==> config.mk <==
export PLATFORM = sky130hd
export DESIGN_NAME = caesar_rr_scheduler_flat
export DESIGN_NICKNAME = d
export VERILOG_FILES = /design/src/rtl/caesar_rr_if.sv /design/src/rtl/caesar_rr_scheduler.sv /design/src/flat_wrapper.sv
export SDC_FILE = /design/constraint.sdc
export NUM_CORES = 1
export LEC_CHECK = 0
export ABC_AREA = 1
export BUFFER_PORTS_ARGS = -buffer_cell sky130_fd_sc_hd__buf_2
export CORE_MARGIN = 2
export CORE_UTILIZATION = 45
export DETAILED_ROUTE_END_ITERATION = 8
export PLACE_DENSITY = 0.8
export SLEW_MARGIN = 20
export SYNTH_ARGS = -nofsm -noshare
export SYNTH_HDL_FRONTEND = slang
export SYNTH_SLANG_ARGS = --single-unit
==> constraint.sdc <==
create_clock -name clk -period 4.75 [get_ports clk]
set_input_delay 0.95 -clock clk [delete_from_list [all_inputs] [get_ports clk]]
set_output_delay 0.95 -clock clk [all_outputs]
set_load 0.01 [all_outputs]
==> src/rtl/caesar_rr_if.sv <==
// caesar_rr_if
// Bundles the per-channel request side and the tagged plaintext output of
// the Caesar round-robin scheduler.
//   valid_i  [N_CH]            per-channel ciphertext valid
//   data_i   [N_CH*D_WIDTH]    per-channel ciphertext, channel k at [k*D_WIDTH +: D_WIDTH]
//   key_i    [N_CH*KEY_WIDTH]  per-channel key, channel k at [k*KEY_WIDTH +: KEY_WIDTH]
//   ready_o  [N_CH]            registered one-hot grant
//   busy                       scheduler not idle
//   data_o   [D_WIDTH]         decrypted character
//   ch_o     [CH_W]            source channel of data_o
//   valid_o                    data_o/ch_o valid
// master: request/consumer side.  slave: the scheduler.
interface caesar_rr_if #(
  parameter int N_CH      = 4,
  parameter int D_WIDTH   = 8,
  parameter int KEY_WIDTH = 16,
  parameter int CH_W      = 2
);
  logic [N_CH-1:0]           valid_i;
  logic [N_CH*D_WIDTH-1:0]   data_i;
  logic [N_CH*KEY_WIDTH-1:0] key_i;
  logic [N_CH-1:0]           ready_o;
  logic                      busy;
  logic [D_WIDTH-1:0]        data_o;
  logic [CH_W-1:0]           ch_o;
  logic                      valid_o;

  modport master (
    output valid_i, data_i, key_i,
    input  ready_o, busy, data_o, ch_o, valid_o
  );

  modport slave (
    input  valid_i, data_i, key_i,
    output ready_o, busy, data_o, ch_o, valid_o
  );
endinterface

==> src/rtl/caesar_rr_scheduler.sv <==
// caesar_rr_scheduler
// Shares one Caesar subtract datapath between N_CH character streams using
// round-robin arbitration with bursts of at most BURST_LEN beats. Each
// decrypted character leaves one cycle after its transfer, tagged with the
// source channel.
// Ports:
//   clk    rising-edge clock
//   rst_n  synchronous active-low reset
//   bus    caesar_rr_if.slave (valid_i/data_i/key_i in, ready_o/busy/data_o/ch_o/valid_o out)
// Optional macro CAESAR_KEY_LOCK_EN: when defined, the granted channel's key
// is captured at grant time and used for the whole burst; otherwise the live
// key is used on every beat.
//
// state | meaning
// IDLE  | no request pending, outputs quiet
// ARB   | one bubble cycle: pick next requester after last grant
// BURST | granted channel owns the datapath until BURST_LEN beats or valid drops
module caesar_rr_scheduler #(
  parameter int D_WIDTH   = 8,
  parameter int KEY_WIDTH = 16,
  parameter int N_CH      = 4,
  parameter int CH_W      = 2,
  parameter int BURST_LEN = 4
) (
  input  logic          clk,
  input  logic          rst_n,
  caesar_rr_if.slave    bus
);

  typedef enum logic [1:0] {IDLE, ARB, BURST} state_t;

  state_t              r_state;
  logic [CH_W-1:0]     r_last;
  logic [CH_W-1:0]     r_g;
  logic [7:0]          r_cnt;
  logic [N_CH-1:0]     r_ready;
  logic [D_WIDTH-1:0]  r_data;
  logic [CH_W-1:0]     r_ch;
  logic                r_valid;
`ifdef CAESAR_KEY_LOCK_EN
  logic [KEY_WIDTH-1:0] r_key;
`endif

  logic [D_WIDTH-1:0]   w_data_arr [N_CH];
  logic [KEY_WIDTH-1:0] w_key_arr  [N_CH];
  logic [KEY_WIDTH-1:0] w_key_use;
  logic [D_WIDTH-1:0]   w_plain;
  logic                 w_any;
  logic                 w_xfer;
  logic [7:0]           w_cnt_nxt;
  logic                 w_last_beat;
  logic                 w_arb_found;
  logic [CH_W-1:0]      w_arb_idx;
  logic [CH_W-1:0]      w_cand;

  for (genvar k = 0; k < N_CH; k++) begin : g_unpack
    assign w_data_arr[k] = bus.data_i[k*D_WIDTH +: D_WIDTH];
    assign w_key_arr[k]  = bus.key_i[k*KEY_WIDTH +: KEY_WIDTH];
  end

`ifdef CAESAR_KEY_LOCK_EN
  assign w_key_use = r_key;
`else
  assign w_key_use = w_key_arr[r_g];
`endif

  // Subtract at key width, then keep the low character bits (mod 2^D_WIDTH).
  assign w_plain     = D_WIDTH'(KEY_WIDTH'(w_data_arr[r_g]) - w_key_use);
  assign w_any       = |bus.valid_i;
  assign w_xfer      = (r_state == BURST) && bus.valid_i[r_g] && r_ready[r_g];
  assign w_cnt_nxt   = r_cnt + 8'd1;
  assign w_last_beat = w_xfer && (w_cnt_nxt == 8'(BURST_LEN));

  // Descending scan overwrites, so the nearest requester after r_last wins.
  always_comb begin
    w_arb_found = 1'b0;
    w_arb_idx   = '0;
    w_cand      = '0;
    for (int i = N_CH; i >= 1; i--) begin
      w_cand = CH_W'((int'(r_last) + i) % N_CH);
      if (bus.valid_i[w_cand]) begin
        w_arb_found = 1'b1;
        w_arb_idx   = w_cand;
      end
    end
  end

  always_ff @(posedge clk) begin
    if (!rst_n) begin
      r_state <= IDLE;
      r_last  <= CH_W'(N_CH - 1);
      r_g     <= '0;
      r_cnt   <= '0;
      r_ready <= '0;
      r_data  <= '0;
      r_ch    <= '0;
      r_valid <= 1'b0;
`ifdef CAESAR_KEY_LOCK_EN
      r_key   <= '0;
`endif
    end else begin
      r_valid <= w_xfer;
      r_data  <= w_xfer ? w_plain : '0;
      r_ch    <= w_xfer ? r_g : '0;
      case (r_state)
        IDLE: begin
          if (w_any) r_state <= ARB;
        end
        ARB: begin
          if (w_arb_found) begin
            r_g     <= w_arb_idx;
            r_ready <= N_CH'(1) << w_arb_idx;
            r_cnt   <= '0;
            r_state <= BURST;
`ifdef CAESAR_KEY_LOCK_EN
            r_key   <= w_key_arr[w_arb_idx];
`endif
          end else begin
            r_state <= IDLE;
          end
        end
        BURST: begin
          if (w_xfer) r_cnt <= w_cnt_nxt;
          if (w_last_beat || !bus.valid_i[r_g]) begin
            r_ready <= '0;
            r_last  <= r_g;
            r_state <= w_any ? ARB : IDLE;
          end
        end
        default: r_state <= IDLE;
      endcase
    end
  end

  assign bus.ready_o = r_ready;
  assign bus.busy    = (r_state != IDLE);
  assign bus.data_o  = r_data;
  assign bus.ch_o    = r_ch;
  assign bus.valid_o = r_valid;

endmodule
==> src/flat_wrapper.sv <==
// flat-port wrapper written by rule: the top's interface ports become plain ports
module caesar_rr_scheduler_flat 
#(
  parameter int D_WIDTH   = 8,
  parameter int KEY_WIDTH = 16,
  parameter int N_CH      = 4,
  parameter int CH_W      = 2,
  parameter int BURST_LEN = 4
)
  (clk, rst_n, bus_valid_i, bus_data_i, bus_key_i, bus_ready_o, bus_busy, bus_data_o, bus_ch_o, bus_valid_o);
  caesar_rr_if #(.N_CH(N_CH), .D_WIDTH(D_WIDTH), .KEY_WIDTH(KEY_WIDTH), .CH_W(CH_W)) bus_i ();
  input  logic clk;
  input  logic rst_n;
  input wire logic [$bits(bus_i.valid_i)-1:0] bus_valid_i;
  input wire logic [$bits(bus_i.data_i)-1:0] bus_data_i;
  input wire logic [$bits(bus_i.key_i)-1:0] bus_key_i;
  output wire logic [$bits(bus_i.ready_o)-1:0] bus_ready_o;
  output wire logic [$bits(bus_i.busy)-1:0] bus_busy;
  output wire logic [$bits(bus_i.data_o)-1:0] bus_data_o;
  output wire logic [$bits(bus_i.ch_o)-1:0] bus_ch_o;
  output wire logic [$bits(bus_i.valid_o)-1:0] bus_valid_o;
  assign bus_i.valid_i = bus_valid_i;
  assign bus_i.data_i = bus_data_i;
  assign bus_i.key_i = bus_key_i;
  assign bus_ready_o = bus_i.ready_o;
  assign bus_busy = bus_i.busy;
  assign bus_data_o = bus_i.data_o;
  assign bus_ch_o = bus_i.ch_o;
  assign bus_valid_o = bus_i.valid_o;
  caesar_rr_scheduler #(.D_WIDTH(D_WIDTH), .KEY_WIDTH(KEY_WIDTH), .N_CH(N_CH), .CH_W(CH_W), .BURST_LEN(BURST_LEN)) u_core (.clk(clk), .rst_n(rst_n), .bus(bus_i));
endmodule
* Word-level counts from Yosys, hierarchy flattened
Index checks and enable logic that the tools add are counted.
Operators by class: add/subtract/negate cells 6, magnitude comparators 6, equal/unequal tests 7, shift-type cells 1, multiplexer cells 37, bitwise operators 1, reductions and logical operators 15
Operators by type and width (number):
- 8-bit 2-to-1 mux | 6
- 16-bit binary-select mux with 2-bit select | 1
- 8-bit binary-select mux with 2-bit select | 1
- 8-bit one-hot mux with 2 select lines | 1
- 2-bit by 3-bit less-than comparator with 1-bit output (second input constant) | 5
- 2-bit 2-to-1 mux | 7
- 1-bit binary-select mux with 2-bit select | 6
- 1-bit 2-to-1 mux | 11
- 8-bit by 1-bit adder with 8-bit output (second input constant) | 1
- 8-bit by 3-bit == test with 1-bit output (second input constant) | 1
- 4-bit 2-to-1 mux | 2
- 4-bit one-hot mux with 2 select lines | 1
- 2-bit AND reduction | 4
- 8-bit subtractor | 1
- 2-bit by 1-bit inequality test with 1-bit output (second input constant) | 3
- 2-bit one-hot mux with 3 select lines | 1
- 3-bit AND reduction | 2
- 2-bit by 1-bit adder with 2-bit output (second input constant) | 2
- 2-bit adder (second input constant) | 2
- 2-bit nonzero test | 2
- 4-bit OR reduction | 1
- 1-bit by 2-bit << shifter with 4-bit output (first input constant) | 1
- 3-bit greater-or-equal comparator (second input constant) | 1
- 1-bit logical AND | 3
- other kinds (7) | 7
Storage, ports and cells: bits in registers 29, input port bits 102, output and inout port bits 16, word-level logic and storage cells 81

* Longest topological paths before layout
depth after elaboration 10, depth in mapped cells 14, mapped depth without buffers 13

* Worst setup path after synthesis
Ideal clock, no wire load.
path type in2reg, start input bus_data_i[8], end register u_core.r_data[6] (netlist: u_core.bus.data_o[6]), setup time 0.070 ns, arrival 2.590 ns, path slack 2.090 ns, stages 10, path through nand2_1 a32o_1 ha_1 fa_1 o21ai_0 nand2_1 nand2_1 a21oi_1 or2_2 a21oi_1
Between the ends: word-level cells in the longest chain between the ends 4
Ends and longest elaborated chain:
- from (decl) | line flat_wrapper.sv:15 | input wire logic [$bits(bus_i.data_i)-1:0] bus_data_i;
- 8-bit binary-select mux with 2-bit select | line caesar_rr_scheduler.sv:68 | assign w_plain = D_WIDTH'(KEY_WIDTH'(w_data_arr[r_g]) - w_key_use);
- 8-bit 2-to-1 mux (implied by the code) (2 in a row) | line caesar_rr_scheduler.sv:68
- 8-bit subtractor | line caesar_rr_scheduler.sv:68
- to (signal assigned) | line caesar_rr_scheduler.sv:103 | r_data <= w_xfer ? w_plain : '0;
- to (decl) | line caesar_rr_scheduler.sv:37 | logic [D_WIDTH-1:0] r_data;
No other way between the ends. The select of a mux whose other input is x is not followed. A chain may end at the register's enable or synchronous reset.

* Worst setup path in the final report
start register u_core.r_g[1], end register u_core.r_data[6] (netlist: u_core.bus.data_o[6])
Between the ends: word-level cells in the longest chain between the ends 5, elaborated cells on any way between the ends 15, those cells by class add/sub (1); mux (10); bitwise (1); reduce/logical (3)
Ends and longest elaborated chain:
- from (decl) | line caesar_rr_scheduler.sv:34 | logic [CH_W-1:0] r_g;
- from (signal assigned) | line caesar_rr_scheduler.sv:111 | r_g <= w_arb_idx;
- 2-bit NOT with 3-bit output (implied by the code) / 1-bit binary-select mux with 2-bit select (equally long branches) | line caesar_rr_scheduler.sv:64, caesar_rr_scheduler.sv:68, caesar_rr_scheduler.sv:70
- 8-bit binary-select mux with 2-bit select, or another cell as far along | line caesar_rr_scheduler.sv:68
- 8-bit 2-to-1 mux (implied by the code), or another cell as far along (2 in a row) | line caesar_rr_scheduler.sv:68
- 8-bit subtractor / 2-bit AND reduction (equally long branches)
Parallel ways exist; a longest one is shown, timed or not. The select of a mux whose other input is x is not followed.

==> metrics <==
setup repair bufs after CTS=0; Worst Path Arrival=3.15 ns; RSZ-0062 raised after global routing=false; Post-CTS Hold Fix Bufs=0; Clock Latency Late Sink=0.29 ns; Yosys cell types=30; Initial Utilization=0.472; TritonCTS clock tree=done; Layout Skew=0.00508 ns; placed cell count=514; Post-Place Setup Slack=1.77 ns; setup TNS=0 ns; Pleak=roughly 1.5 nW; Syn Area/Cell=6.02 um^2; Critical Path Source Type=flop; root buffer cell=clkbuf_8; min Tclk post-route=2.93 ns; Final setup viols=0; largest net degree at the start of global routing=40; Crit Path Category=reg -> reg; power per cell area=625 nW/um^2; share of the synthesized area in the top cell type=0.257; WP data required=between 4 and 5 ns; most frequent cell after synthesis=nand2_1; number of global-route vias before repair=2463; I/O Pins=118; H-tree levels=2; Worst-path clk slew=0.07 ns; sequential fraction of the synthesis area=0.257; clock sinks=29; synthesized area=roughly 2300 um^2; iteration-0 DRC count of the detailed router=150; dpl hpwl=around 4700 um; Tot Pwr=approximately 1.8 mW; max-slew violation count=0; Async SR Flop Fraction=0; gr usage total=0.226; Via density=5.08; initial antenna violation count=0; total iterations of the first detailed-routing run=4; syn_nets=490; grt total ovfl=0; ranking of synthesized cells by area=dfxtp_1, nand2_1, nor2_1, ha_1, a21oi_1; yosys synthesis warning count=0; Max Root-Sink Buffers=2; reg2reg path depth=10; crit share post-route=0.618; Nets=569; largest area contributor in the netlist=dfxtp_1; diodes inserted=0; final wirelength=6010 um; port bufs=between 80 and 90; Slew headroom=0.642; Max IR drop VDD=0.341 mV; top cells by count, synth=nand2_1, nor2_1, inv_1, dfxtp_1, a21oi_1; Cells after Synth=approximately 380; first-pass GRT wire length=9840 um; GPL Wtd Cong=0.912; post-layout util=0.590; final setup margin=1.82 ns; status=complete, no violations; cts bufs inserted=5; num rows=25; worst-path fanout max=27; reg2reg setup slack=about 1.8 ns; worst hold path cell count=2; DRC violations left=0; die width=74.8 um; MaxCap Viol Count=0; P&R area growth vs syn=25.1%; Routed Antenna Nets=0; top_reg_cell synth=dfxtp_1; final hold viol count=0; Die Y-Extent=between 70 and 80 um; layout cells sized above 1=0.237; post-CTS resize count=0; Die ar.=5600 um^2; worst min-delay path category=reg -> reg; fin cells=522; Worst Tran Pin Value=0.537 ns; number of synthesized register bits=29; Crit. End Element=flop; FMAX=~340 MHz; vias=2652; WL/cell=11.5 um; area of the core=4790 um^2; number of synthesized flops with an enable pin=0
==> worst max-delay path: stages (launching register included) <==
cell and delay [ns]:
dfxtp_1 0.62, inv_2 0.31, a32o_1 0.36, ha_1 0.23
fa_1 0.43, o21ai_0 0.27, nand2_1 0.11, nand2_1 0.07
a21oi_1 0.06, or2_2 0.27, a21oi_1 0.12
==> metrics by stage <==
stage                     hold WS (ns)  cell area (um^2)
after floorplan                  0.484              2260
after global placement           0.507              2700
after detailed placement         0.527              2700
after CTS                        0.536              2820
after global routing             0.560              2820
final                            0.533              2820
==> power breakdown <==
| group | switching [mW] | internal, mW | leakage, nW | total (mW) |
|---|---|---|---|---|
| Clock | 0.0996 | 0.170 | 0.0574 | 0.270 |
| Combinational | 0.716 | 0.424 | 1.21 | 1.14 |
| Sequential | 0.0556 | 0.300 | 0.236 | 0.356 |
==> cell families after synthesis <==
| kind of cell | share of synthesized area |
|---|---|
| buf+inv | 0.0898 |
| simple gates | 0.380 |
| compound gates | 0.190 |
| fa+ha+maj | 0.0754 |
| xor+xnor | 0.00776 |
| flops | 0.257 |
==> sequential cells by signal, indices dropped and copies added, names as in the netlist <==
name and count:
u_core.bus.ch_o 2, u_core.bus.data_o 8, u_core.bus.ready_o 4, u_core.bus.valid_o 1
u_core.r_cnt 8, u_core.r_g 2, u_core.r_last 2, u_core.r_state 2
==> routing by layer <==
metal,global-route usage,wire length [um],vias to the layer above
li1,-,-,1380
met1,0.228,2440,1160
met2,0.426,2990,92
met3,0.0656,422,20
met4,0.0972,165,0
met5,0,0,-
==> layout by cell type (no fill, tap or decap), types with 2 or more instances in the layout <==
cell / Yosys / routed
nand2_1: 118 / 118
buf_2: 3 / 85
nor2_1: 54 / 54
inv_1: 32 / 32
dfxtp_1: 29 / 29
a21oi_1: 27 / 27
o21ai_0: 25 / 25
nand3_1: 19 / 19
ha_1: 12 / 12
o22ai_1: 8 / 8
a32o_1: 6 / 6
clkbuf_8: 0 / 6
o21ai_1: 5 / 5
inv_2: 3 / 3
nor2_2: 3 / 3
nand3_2: 3 / 3
a32oi_1: 2 / 2
o211ai_1: 2 / 2
nand4_1: 2 / 2
or2_2: 2 / 2
nand2_2: 2 / 2
==> worst paths after layout <==
path,end,start
min,u_core.r_cnt[0],u_core.r_cnt[0]
min reg2reg,u_core.r_cnt[0],u_core.r_cnt[0]
max,u_core.bus.data_o[6],u_core.r_g[1]
max reg2reg,u_core.bus.data_o[6],u_core.r_g[1]
==> final cells by class <==
type,instances,area [um^2]
sequential,29,581
clock buffer,6,82.6
clock inverter,2,37.5
inverter,35,131
timing repair buffer,86,433
multi-input combinational,297,1470
fill,486,1960
tap,67,83.8
(Power assumes the default switching activity.)
